==> config.mk <==
export PLATFORM = sky130hd
export DESIGN_NAME = mem_arbiter_flat
export DESIGN_NICKNAME = d
export VERILOG_FILES = /design/src/rtl/mem_arbiter_pkg.sv /design/src/rtl/mem_arbiter_if.sv /design/src/rtl/mem_arbiter_rr_arbiter2.sv /design/src/rtl/mem_arbiter.sv /design/src/flat_wrapper.sv
export SDC_FILE = /design/constraint.sdc
export NUM_CORES = 1
export LEC_CHECK = 0
export ABC_CLOCK_PERIOD_IN_PS = 7600
export CAP_MARGIN = 20
export CORE_MARGIN = 2
export CORE_UTILIZATION = 47
export DETAILED_ROUTE_END_ITERATION = 10
export GPL_ROUTABILITY_DRIVEN = 0
export PLACE_DENSITY = 0.93
export SYNTH_ARGS = -nofsm -noshare
export SYNTH_HDL_FRONTEND = slang
export SYNTH_SLANG_ARGS = --single-unit
==> constraint.sdc <==
create_clock -name clk -period 7.6 [get_ports clk]
set_input_delay 1.14 -clock clk [delete_from_list [all_inputs] [get_ports clk]]
set_output_delay 1.14 -clock clk [all_outputs]
set_load 0.02 [all_outputs]
==> src/rtl/mem_arbiter_pkg.sv <==
// Shared types and constants for the two-requester BRAM arbiter.
package mem_arb_pkg;

  // Transaction phases of the shared AXI-lite master port
  typedef enum logic [2:0] {
    ST_IDLE,
    ST_AR,
    ST_R,
    ST_AW,
    ST_B,
    ST_RESP
  } arb_state_t;

  // Requester identity; doubles as the index into per-requester registers
  typedef logic req_id_t;

  localparam req_id_t REQ_IFU = 1'b0;
  localparam req_id_t REQ_LSU = 1'b1;

  // Response codes returned to the requesters
  localparam logic [1:0] ERR_OK      = 2'b00;
  localparam logic [1:0] ERR_BUS     = 2'b10;
  localparam logic [1:0] ERR_TIMEOUT = 2'b11;

  // SLVERR/DECERR (bresp 2 or 3) collapse to a single bus-error code
  function automatic logic [1:0] bresp_to_err(input logic [1:0] bresp);
    return (bresp > 2'd1) ? ERR_BUS : ERR_OK;
  endfunction

endpackage

==> src/rtl/mem_arbiter_if.sv <==
// Bus bundles around the arbiter: a read-only requester port (fetch),
// a read/write requester port (load/store) and the AXI-lite master port.

// Read-only requester: master = requester, slave = arbiter
interface mem_rd_if #(
  parameter int ADDR_W = 20,
  parameter int DATA_W = 32
);
  logic              req_valid;
  logic              req_ready;
  logic [ADDR_W-1:0] addr;
  logic              resp_valid;
  logic [DATA_W-1:0] rdata;
  logic [1:0]        resp_err;

  modport master (output req_valid, addr,
                  input  req_ready, resp_valid, rdata, resp_err);
  modport slave  (input  req_valid, addr,
                  output req_ready, resp_valid, rdata, resp_err);
endinterface

// Read/write requester: master = requester, slave = arbiter
interface mem_rw_if #(
  parameter int ADDR_W = 20,
  parameter int DATA_W = 32
);
  logic              req_valid;
  logic              req_ready;
  logic              we;
  logic [ADDR_W-1:0] addr;
  logic [DATA_W-1:0] wdata;
  logic              resp_valid;
  logic [DATA_W-1:0] rdata;
  logic [1:0]        resp_err;

  modport master (output req_valid, we, addr, wdata,
                  input  req_ready, resp_valid, rdata, resp_err);
  modport slave  (input  req_valid, we, addr, wdata,
                  output req_ready, resp_valid, rdata, resp_err);
endinterface

// AXI-lite subset used by the BRAM controller (no wready: AW and W travel together)
interface axil_if #(
  parameter int ADDR_W = 20,
  parameter int DATA_W = 32
);
  logic [ADDR_W-1:0] araddr;
  logic              arvalid;
  logic              arready;
  logic              rvalid;
  logic [DATA_W-1:0] rdata;
  logic              rready;
  logic [ADDR_W-1:0] awaddr;
  logic              awvalid;
  logic              awready;
  logic              wvalid;
  logic [DATA_W-1:0] wdata;
  logic              bvalid;
  logic [1:0]        bresp;
  logic              bready;

  modport master (output araddr, arvalid, rready, awaddr, awvalid, wvalid, wdata, bready,
                  input  arready, rvalid, rdata, awready, bvalid, bresp);
  modport slave  (input  araddr, arvalid, rready, awaddr, awvalid, wvalid, wdata, bready,
                  output arready, rvalid, rdata, awready, bvalid, bresp);
endinterface

==> src/rtl/mem_arbiter_rr_arbiter2.sv <==
// Two-way round-robin grant with a last-served register.
module rr_arbiter2
  import mem_arb_pkg::*;
(
  input  logic       clk,
  input  logic       rst,
  input  logic [1:0] valid,
  input  logic       accept,
  output logic [1:0] grant
);

  req_id_t last_reg;

  // On a tie the requester that was not served last wins; a lone requester always wins
  always_comb begin
    grant = valid;
    if (valid == 2'b11) begin
      grant = (last_reg == REQ_LSU) ? 2'b01 : 2'b10;
    end
  end

  // Remember who was served; reset favours the fetch side on the first tie
  always_ff @(posedge clk) begin
    if (!rst) begin
      last_reg <= REQ_LSU;
    end else if (accept) begin
      last_reg <= grant[REQ_LSU] ? REQ_LSU : REQ_IFU;
    end
  end

endmodule

==> src/rtl/mem_arbiter.sv <==
// Serialises fetch and load/store requests onto one AXI-lite BRAM port,
// one transaction at a time, with per-phase timeout.
module mem_arbiter
  import mem_arb_pkg::*;
#(
  parameter int ADDR_W  = 20,
  parameter int DATA_W  = 32,
  parameter int TIMEOUT = 255
) (
  input  logic     clk,
  input  logic     rst,
  mem_rd_if.slave  ifu,
  mem_rw_if.slave  lsu,
  axil_if.master   axi
);

  localparam int CNT_W = $clog2(TIMEOUT + 1);

  arb_state_t        state_reg;
  req_id_t           owner_reg;
  logic [CNT_W-1:0]  cnt_reg;
  logic [CNT_W-1:0]  cnt_inc;
  logic              timeout_hit;

  logic              arvalid_reg;
  logic              rready_reg;
  logic              awvalid_reg;
  logic              wvalid_reg;
  logic              bready_reg;
  logic [ADDR_W-1:0] araddr_reg;
  logic [ADDR_W-1:0] awaddr_reg;
  logic [DATA_W-1:0] wdata_reg;

  logic [1:0]        resp_valid_reg;
  logic [DATA_W-1:0] rdata_reg [2];
  logic [1:0]        err_reg   [2];

  logic [1:0]        req_valid;
  logic [1:0]        grant;
  logic              in_idle;
  logic              accept;
  logic              sel_lsu;
  logic [ADDR_W-1:0] sel_addr;

  logic              fin;
  logic              fin_load;
  logic [1:0]        fin_err;

  assign req_valid = {lsu.req_valid, ifu.req_valid};
  assign in_idle   = (state_reg == ST_IDLE) && rst;
  assign accept    = in_idle && (|req_valid);
  assign sel_lsu   = grant[REQ_LSU];
  assign sel_addr  = sel_lsu ? lsu.addr : ifu.addr;

  assign ifu.req_ready = in_idle && grant[REQ_IFU];
  assign lsu.req_ready = in_idle && grant[REQ_LSU];

  rr_arbiter2 u_rr (
    .clk    (clk),
    .rst    (rst),
    .valid  (req_valid),
    .accept (accept),
    .grant  (grant)
  );

  // The counter value after this cycle; aborting when it reaches TIMEOUT keeps
  // a stalled phase's valid/ready high for exactly TIMEOUT cycles
  assign cnt_inc     = cnt_reg + CNT_W'(1);
  assign timeout_hit = (cnt_inc == CNT_W'(TIMEOUT));

  // Decode whether the current phase ends the transaction, and with what code
  always_comb begin
    fin      = 1'b0;
    fin_load = 1'b0;
    fin_err  = ERR_OK;
    unique case (state_reg)
      ST_AR: begin
        if (!axi.arready && timeout_hit) begin
          fin     = 1'b1;
          fin_err = ERR_TIMEOUT;
        end
      end
      ST_R: begin
        if (axi.rvalid) begin
          fin      = 1'b1;
          fin_load = 1'b1;
        end else if (timeout_hit) begin
          fin     = 1'b1;
          fin_err = ERR_TIMEOUT;
        end
      end
      ST_AW: begin
        if (!axi.awready && timeout_hit) begin
          fin     = 1'b1;
          fin_err = ERR_TIMEOUT;
        end
      end
      ST_B: begin
        if (axi.bvalid) begin
          fin     = 1'b1;
          fin_err = bresp_to_err(axi.bresp);
        end else if (timeout_hit) begin
          fin     = 1'b1;
          fin_err = ERR_TIMEOUT;
        end
      end
      default: ;
    endcase
  end

  // Transaction FSM with all bus and response outputs registered
  always_ff @(posedge clk) begin
    if (!rst) begin
      state_reg       <= ST_IDLE;
      owner_reg       <= REQ_IFU;
      cnt_reg         <= '0;
      arvalid_reg     <= 1'b0;
      rready_reg      <= 1'b0;
      awvalid_reg     <= 1'b0;
      wvalid_reg      <= 1'b0;
      bready_reg      <= 1'b0;
      araddr_reg      <= '0;
      awaddr_reg      <= '0;
      wdata_reg       <= '0;
      resp_valid_reg  <= '0;
      rdata_reg[REQ_IFU] <= '0;
      rdata_reg[REQ_LSU] <= '0;
      err_reg[REQ_IFU]   <= ERR_OK;
      err_reg[REQ_LSU]   <= ERR_OK;
    end else begin
      resp_valid_reg <= '0;
      unique case (state_reg)
        ST_IDLE: begin
          if (accept) begin
            owner_reg <= sel_lsu ? REQ_LSU : REQ_IFU;
            cnt_reg   <= '0;
            if (sel_lsu && lsu.we) begin
              state_reg   <= ST_AW;
              awvalid_reg <= 1'b1;
              wvalid_reg  <= 1'b1;
              awaddr_reg  <= lsu.addr;
              wdata_reg   <= lsu.wdata;
            end else begin
              state_reg   <= ST_AR;
              arvalid_reg <= 1'b1;
              araddr_reg  <= sel_addr;
            end
          end
        end
        ST_AR: begin
          if (axi.arready) begin
            arvalid_reg <= 1'b0;
            rready_reg  <= 1'b1;
            cnt_reg     <= '0;
            state_reg   <= ST_R;
          end else begin
            cnt_reg <= cnt_inc;
          end
        end
        ST_AW: begin
          if (axi.awready) begin
            awvalid_reg <= 1'b0;
            wvalid_reg  <= 1'b0;
            bready_reg  <= 1'b1;
            cnt_reg     <= '0;
            state_reg   <= ST_B;
          end else begin
            cnt_reg <= cnt_inc;
          end
        end
        ST_R, ST_B: begin
          cnt_reg <= cnt_inc;
        end
        ST_RESP: begin
          state_reg <= ST_IDLE;
        end
        default: begin
          state_reg <= ST_IDLE;
        end
      endcase

      // Completion or abort: close every channel and pulse the owner's response
      if (fin) begin
        state_reg                 <= ST_RESP;
        arvalid_reg               <= 1'b0;
        rready_reg                <= 1'b0;
        awvalid_reg               <= 1'b0;
        wvalid_reg                <= 1'b0;
        bready_reg                <= 1'b0;
        resp_valid_reg[owner_reg] <= 1'b1;
        err_reg[owner_reg]        <= fin_err;
        if (fin_load) begin
          rdata_reg[owner_reg] <= axi.rdata;
        end
      end
    end
  end

  assign axi.arvalid = arvalid_reg;
  assign axi.araddr  = araddr_reg;
  assign axi.rready  = rready_reg;
  assign axi.awvalid = awvalid_reg;
  assign axi.awaddr  = awaddr_reg;
  assign axi.wvalid  = wvalid_reg;
  assign axi.wdata   = wdata_reg;
  assign axi.bready  = bready_reg;

  assign ifu.resp_valid = resp_valid_reg[REQ_IFU];
  assign ifu.rdata      = rdata_reg[REQ_IFU];
  assign ifu.resp_err   = err_reg[REQ_IFU];
  assign lsu.resp_valid = resp_valid_reg[REQ_LSU];
  assign lsu.rdata      = rdata_reg[REQ_LSU];
  assign lsu.resp_err   = err_reg[REQ_LSU];

endmodule

==> src/flat_wrapper.sv <==
// flat-port wrapper written by rule: the top's interface ports become plain ports
module mem_arbiter_flat import mem_arb_pkg::*;
#(
  parameter int ADDR_W  = 20,
  parameter int DATA_W  = 32,
  parameter int TIMEOUT = 255
)
  (clk, rst, ifu_req_valid, ifu_addr, ifu_req_ready, ifu_resp_valid, ifu_rdata, ifu_resp_err, lsu_req_valid, lsu_we, lsu_addr, lsu_wdata, lsu_req_ready, lsu_resp_valid, lsu_rdata, lsu_resp_err, axi_araddr, axi_arvalid, axi_rready, axi_awaddr, axi_awvalid, axi_wvalid, axi_wdata, axi_bready, axi_arready, axi_rvalid, axi_rdata, axi_awready, axi_bvalid, axi_bresp);
  mem_rd_if #(.ADDR_W(ADDR_W), .DATA_W(DATA_W)) ifu_i ();
  mem_rw_if #(.ADDR_W(ADDR_W), .DATA_W(DATA_W)) lsu_i ();
  axil_if #(.ADDR_W(ADDR_W), .DATA_W(DATA_W)) axi_i ();
  input  logic clk;
  input  logic rst;
  input wire logic [$bits(ifu_i.req_valid)-1:0] ifu_req_valid;
  input wire logic [$bits(ifu_i.addr)-1:0] ifu_addr;
  output wire logic [$bits(ifu_i.req_ready)-1:0] ifu_req_ready;
  output wire logic [$bits(ifu_i.resp_valid)-1:0] ifu_resp_valid;
  output wire logic [$bits(ifu_i.rdata)-1:0] ifu_rdata;
  output wire logic [$bits(ifu_i.resp_err)-1:0] ifu_resp_err;
  input wire logic [$bits(lsu_i.req_valid)-1:0] lsu_req_valid;
  input wire logic [$bits(lsu_i.we)-1:0] lsu_we;
  input wire logic [$bits(lsu_i.addr)-1:0] lsu_addr;
  input wire logic [$bits(lsu_i.wdata)-1:0] lsu_wdata;
  output wire logic [$bits(lsu_i.req_ready)-1:0] lsu_req_ready;
  output wire logic [$bits(lsu_i.resp_valid)-1:0] lsu_resp_valid;
  output wire logic [$bits(lsu_i.rdata)-1:0] lsu_rdata;
  output wire logic [$bits(lsu_i.resp_err)-1:0] lsu_resp_err;
  output wire logic [$bits(axi_i.araddr)-1:0] axi_araddr;
  output wire logic [$bits(axi_i.arvalid)-1:0] axi_arvalid;
  output wire logic [$bits(axi_i.rready)-1:0] axi_rready;
  output wire logic [$bits(axi_i.awaddr)-1:0] axi_awaddr;
  output wire logic [$bits(axi_i.awvalid)-1:0] axi_awvalid;
  output wire logic [$bits(axi_i.wvalid)-1:0] axi_wvalid;
  output wire logic [$bits(axi_i.wdata)-1:0] axi_wdata;
  output wire logic [$bits(axi_i.bready)-1:0] axi_bready;
  input wire logic [$bits(axi_i.arready)-1:0] axi_arready;
  input wire logic [$bits(axi_i.rvalid)-1:0] axi_rvalid;
  input wire logic [$bits(axi_i.rdata)-1:0] axi_rdata;
  input wire logic [$bits(axi_i.awready)-1:0] axi_awready;
  input wire logic [$bits(axi_i.bvalid)-1:0] axi_bvalid;
  input wire logic [$bits(axi_i.bresp)-1:0] axi_bresp;
  assign ifu_i.req_valid = ifu_req_valid;
  assign ifu_i.addr = ifu_addr;
  assign ifu_req_ready = ifu_i.req_ready;
  assign ifu_resp_valid = ifu_i.resp_valid;
  assign ifu_rdata = ifu_i.rdata;
  assign ifu_resp_err = ifu_i.resp_err;
  assign lsu_i.req_valid = lsu_req_valid;
  assign lsu_i.we = lsu_we;
  assign lsu_i.addr = lsu_addr;
  assign lsu_i.wdata = lsu_wdata;
  assign lsu_req_ready = lsu_i.req_ready;
  assign lsu_resp_valid = lsu_i.resp_valid;
  assign lsu_rdata = lsu_i.rdata;
  assign lsu_resp_err = lsu_i.resp_err;
  assign axi_araddr = axi_i.araddr;
  assign axi_arvalid = axi_i.arvalid;
  assign axi_rready = axi_i.rready;
  assign axi_awaddr = axi_i.awaddr;
  assign axi_awvalid = axi_i.awvalid;
  assign axi_wvalid = axi_i.wvalid;
  assign axi_wdata = axi_i.wdata;
  assign axi_bready = axi_i.bready;
  assign axi_i.arready = axi_arready;
  assign axi_i.rvalid = axi_rvalid;
  assign axi_i.rdata = axi_rdata;
  assign axi_i.awready = axi_awready;
  assign axi_i.bvalid = axi_bvalid;
  assign axi_i.bresp = axi_bresp;
  mem_arbiter #(.ADDR_W(ADDR_W), .DATA_W(DATA_W), .TIMEOUT(TIMEOUT)) u_core (.clk(clk), .rst(rst), .ifu(ifu_i), .lsu(lsu_i), .axi(axi_i));
endmodule
==> metrics.txt <==
gr ovfl total=0; post-layout worst setup margin=approximately 3.4 ns; crit path to=ifu_req_ready; final wirelength=17,600 um; Tcrit/Tclk final=55.2%; Synthesis Warnings=0; Area growth syn-to-layout=51.5%; flop-to-flop setup slack=4.80 ns; outcome=finished clean; layout net count=~970; drt first pass iters=5; hold slack final=around 0.46 ns; leakage dissipation=3.74 nW; register area share after synthesis=between 50% and 60%; placed cell area=roughly 9200 um2; endpoint kind of the worst setup timing path=output pin; flip-flop count of the largest register, all copies and words added=64; post-CTS setup-driven buffer insertion count=0; critical-path cell list=clkdlybuf4s50_1 -> a21boi_4 -> buf_4 -> and3b_1 -> clkdlybuf4s50_1; Synthesized Nets=718; Setup violations, final=0; antenna-violating nets left=0; Reg2Reg Launch Point=u_core.state_reg[0]$_SDFFE_PN0P_; path length in cells of the critical path=5; Seq cells post-synth=approximately 160; H-tree depth reported by CTS=4; port buffer count=approximately 260; largest vdd supply drop=between 0.15 and 0.2 mV; launch point of the worst path=ifu_req_valid; unrepaired setup endpoints after global routing=false; library cells used by synthesis=49; detail-routed net length per standard cell=about 17 um; insertion delay to the later sink of the worst-skew pair=~0.42 ns; vias in the first global route=~5.2k; vertical die dimension=between 100 and 150 um; Synth Area per Inst=~11 um2; Bufs and invs on worst path=3; Mapped Area=roughly 6500 um2; number of fillers in the final layout=between 800 and 900; starting utilization of the core area=a little under 50%; Worst Setup Slack post-DPL=about 3.4 ns; CTS Root Cell=sky130_fd_sc_hd__clkbuf_16; wire length of the first global-routing pass=26,900 um; via density per instance=5.12; measured slew at the worst slew-check pin=1.06 ns; number of standard cells after synthesis=~600; Clock Skews=between 0.01 and 0.015 ns; critical path arrival=3.06 ns; path type of the worst min-delay path=reg -> reg; total via count in the routed design=about 5.3k; number of max-cap violations=0; layout cells sized above 1=around 7%; type of element launching the critical path=primary input; worst setup path category=in -> out; Slowest Stage Delay on Critical Path=between 0.5 and 0.6 ns; Clock Tree Buf Depth=2; HPWL Detailed=about 12,000 um; worst r2r path cells=5; Starting DRT DRC Count=between 300 and 400; # rows=42; most frequent cells in the layout=sky130_fd_sc_hd__clkdlybuf4s50_1 (261), sky130_fd_sc_hd__nand2_1 (135), sky130_fd_sc_hd__dfxtp_1 (91), sky130_fd_sc_hd__edfxtp_1 (68), sky130_fd_sc_hd__and2_1 (64); number of slew-limit violations in the final report=0; final standard cell area without fillers=approximately 9800 um2; power density over the cells=between 200 and 300 nW/um2; clock tree from TritonCTS=built; required time of the worst setup path=between 6 and 7 ns; Highest Clock Rate=238 MHz; CTS buffer count=17; number of placed I/O pins=roughly 260; critical path peak fanout=24; most common cell type on the critical path=sky130_fd_sc_hd__clkdlybuf4s50_1; number of hold buffers added after cts=0; total count of hold-check failures in the final report=0; r2r endpoint=u_core.err_reg[1][1]$_SDFFCE_PN0P_; Max-slew headroom=between 20% and 30%; cell at the slowest stage of the critical path=sky130_fd_sc_hd__clkdlybuf4s50_1; total die area=14,800 um2; commonest non-fill, non-tap cell in the layout=sky130_fd_sc_hd__clkdlybuf4s50_1; maximum number of pins on one net before global-route repair=between 90 and 100; post-cts gate resize count=0; DIE WIDTH=around 120 um; DRC violations left=0; overall fraction of global-route tracks in use=about a quarter; Final Critical Period=between 4 and 5 ns; area of the core region=~13,000 um2; number of antenna cells inserted=0; clock-pin slew of the registers on the worst-case setup and hold paths=around 0.06 ns; Num Clock Sinks=159; cell type group with the largest total delay on the critical path=buffers and inverters; initial antenna violation count=0; setup tns final=0 ns
-- logic make-up after synthesis --
kind of cell / Yosys count / synth area share (%)
flip-flops: 159 / 59.5
AND/OR/NAND/NOR: 248 / 18.7
multiplexers: 20 / 3.08
adder cells (fa/ha/maj): 2 / 0.385
XOR/XNOR: 3 / 0.404
AO/OA/AOI/OAI: 122 / 14.8
buffers and inverters: 47 / 3.22
-- how the worst min path moves through the flow --
stage,startpoint,end,depth (start not counted)
finish,u_core.axi.wdata[11]$_SDFFE_PN0P_,u_core.axi.wdata[11]$_SDFFE_PN0P_,2
detailed placement,u_core.axi.wdata[11]$_SDFFE_PN0P_,u_core.axi.wdata[11]$_SDFFE_PN0P_,2
global placement,u_core.axi.wdata[11]$_SDFFE_PN0P_,u_core.axi.wdata[11]$_SDFFE_PN0P_,2
floorplan,u_core.u_rr.last_reg$_SDFFE_PN1P_,u_core.u_rr.last_reg$_SDFFE_PN1P_,2
CTS,u_core.axi.wdata[11]$_SDFFE_PN0P_,u_core.axi.wdata[11]$_SDFFE_PN0P_,2
global route,u_core.axi.wdata[11]$_SDFFE_PN0P_,u_core.axi.wdata[11]$_SDFFE_PN0P_,2
-- layout make-up --
cell class                      count  area [um2]  area share [%]
Clock buffer                       18         429            4.36
Sequential cell                   159        3860            39.2
Tap cell                          176         220            2.24
Inverter                            6        22.5           0.229
Timing Repair Buffer              270        2680            27.2
Clock inverter                     14         180            1.83
Multi-Input combinational cell    395        2450            24.9
-- tightest hold or removal path: cells and delay by family, from the launching register on --
kind             cells  cell delay, ns
flip-flops           1            0.31
AO/OA/AOI/OAI        1            0.06
AND/OR/NAND/NOR      1            0.04
-- power breakdown --
part	switching (W)	internal, W	leakage (nW)
clock network	0.000350	0.000523	0.292
logic	0.000310	0.000272	2.01
registers	0.0000607	0.000981	1.44
total	0.000721	0.00178	3.74
-- routing by layer --
metal	share of wire, %	up-vias	track usage, %
met5	0	-	0
met4	2.1	0	8.05
met2	50	258	41.1
li1	-	2569	-
met1	38	2465	26.7
met3	9.8	27	9.08
-- cell usage after synthesis (all sizes together) --
master	n	area share, %
buf	17	1.5
nand2b	1	0.096
a211oi	2	0.50
ha	2	0.38
o211a	22	3.4
nand2	135	7.8
and3	3	0.29
nor4bb	1	0.15
nand3b	1	0.12
inv	6	0.35
nor3b	3	0.35
dfxtp	91	28
nand3	6	0.54
a2bb2oi	1	0.13
and3b	1	0.13
o21ai	17	1.4
a21oi	10	0.89
or4b	1	0.15
xnor2	2	0.27
xor2	1	0.13
nor3	1	0.077
nor2	15	0.87
clkbuf	24	1.4
o21a	2	0.23
a31oi	2	0.19
nor2b	6	0.58
a21boi	61	7.2
o2111a	1	0.17
nand4	2	0.19
or3	4	0.46
a2111oi	1	0.42
or2	1	0.096
a22oi	1	0.12
and2	64	6.2
nor4b	2	0.46
edfxtp	68	31
or3b	1	0.13
o21bai	2	0.23
mux2i	20	3.1
-- per-stage QoR --
| stage | util, % | instances | power (W) |
|---|---|---|---|
| 5_1_grt | 73.8 | 1038 | 0.00260 |
| 2_1_floorplan | - | 601 | 0.00137 |
| 3_5_place_dp | 69.2 | 1006 | 0.00164 |
| 3_3_place_gp | 69.2 | 1006 | 0.00162 |
| 4_1_cts | 73.8 | 1038 | 0.00252 |
| 6_report | 73.8 | 1038 | 0.00250 |
Power figures use the tool's default switching activity.
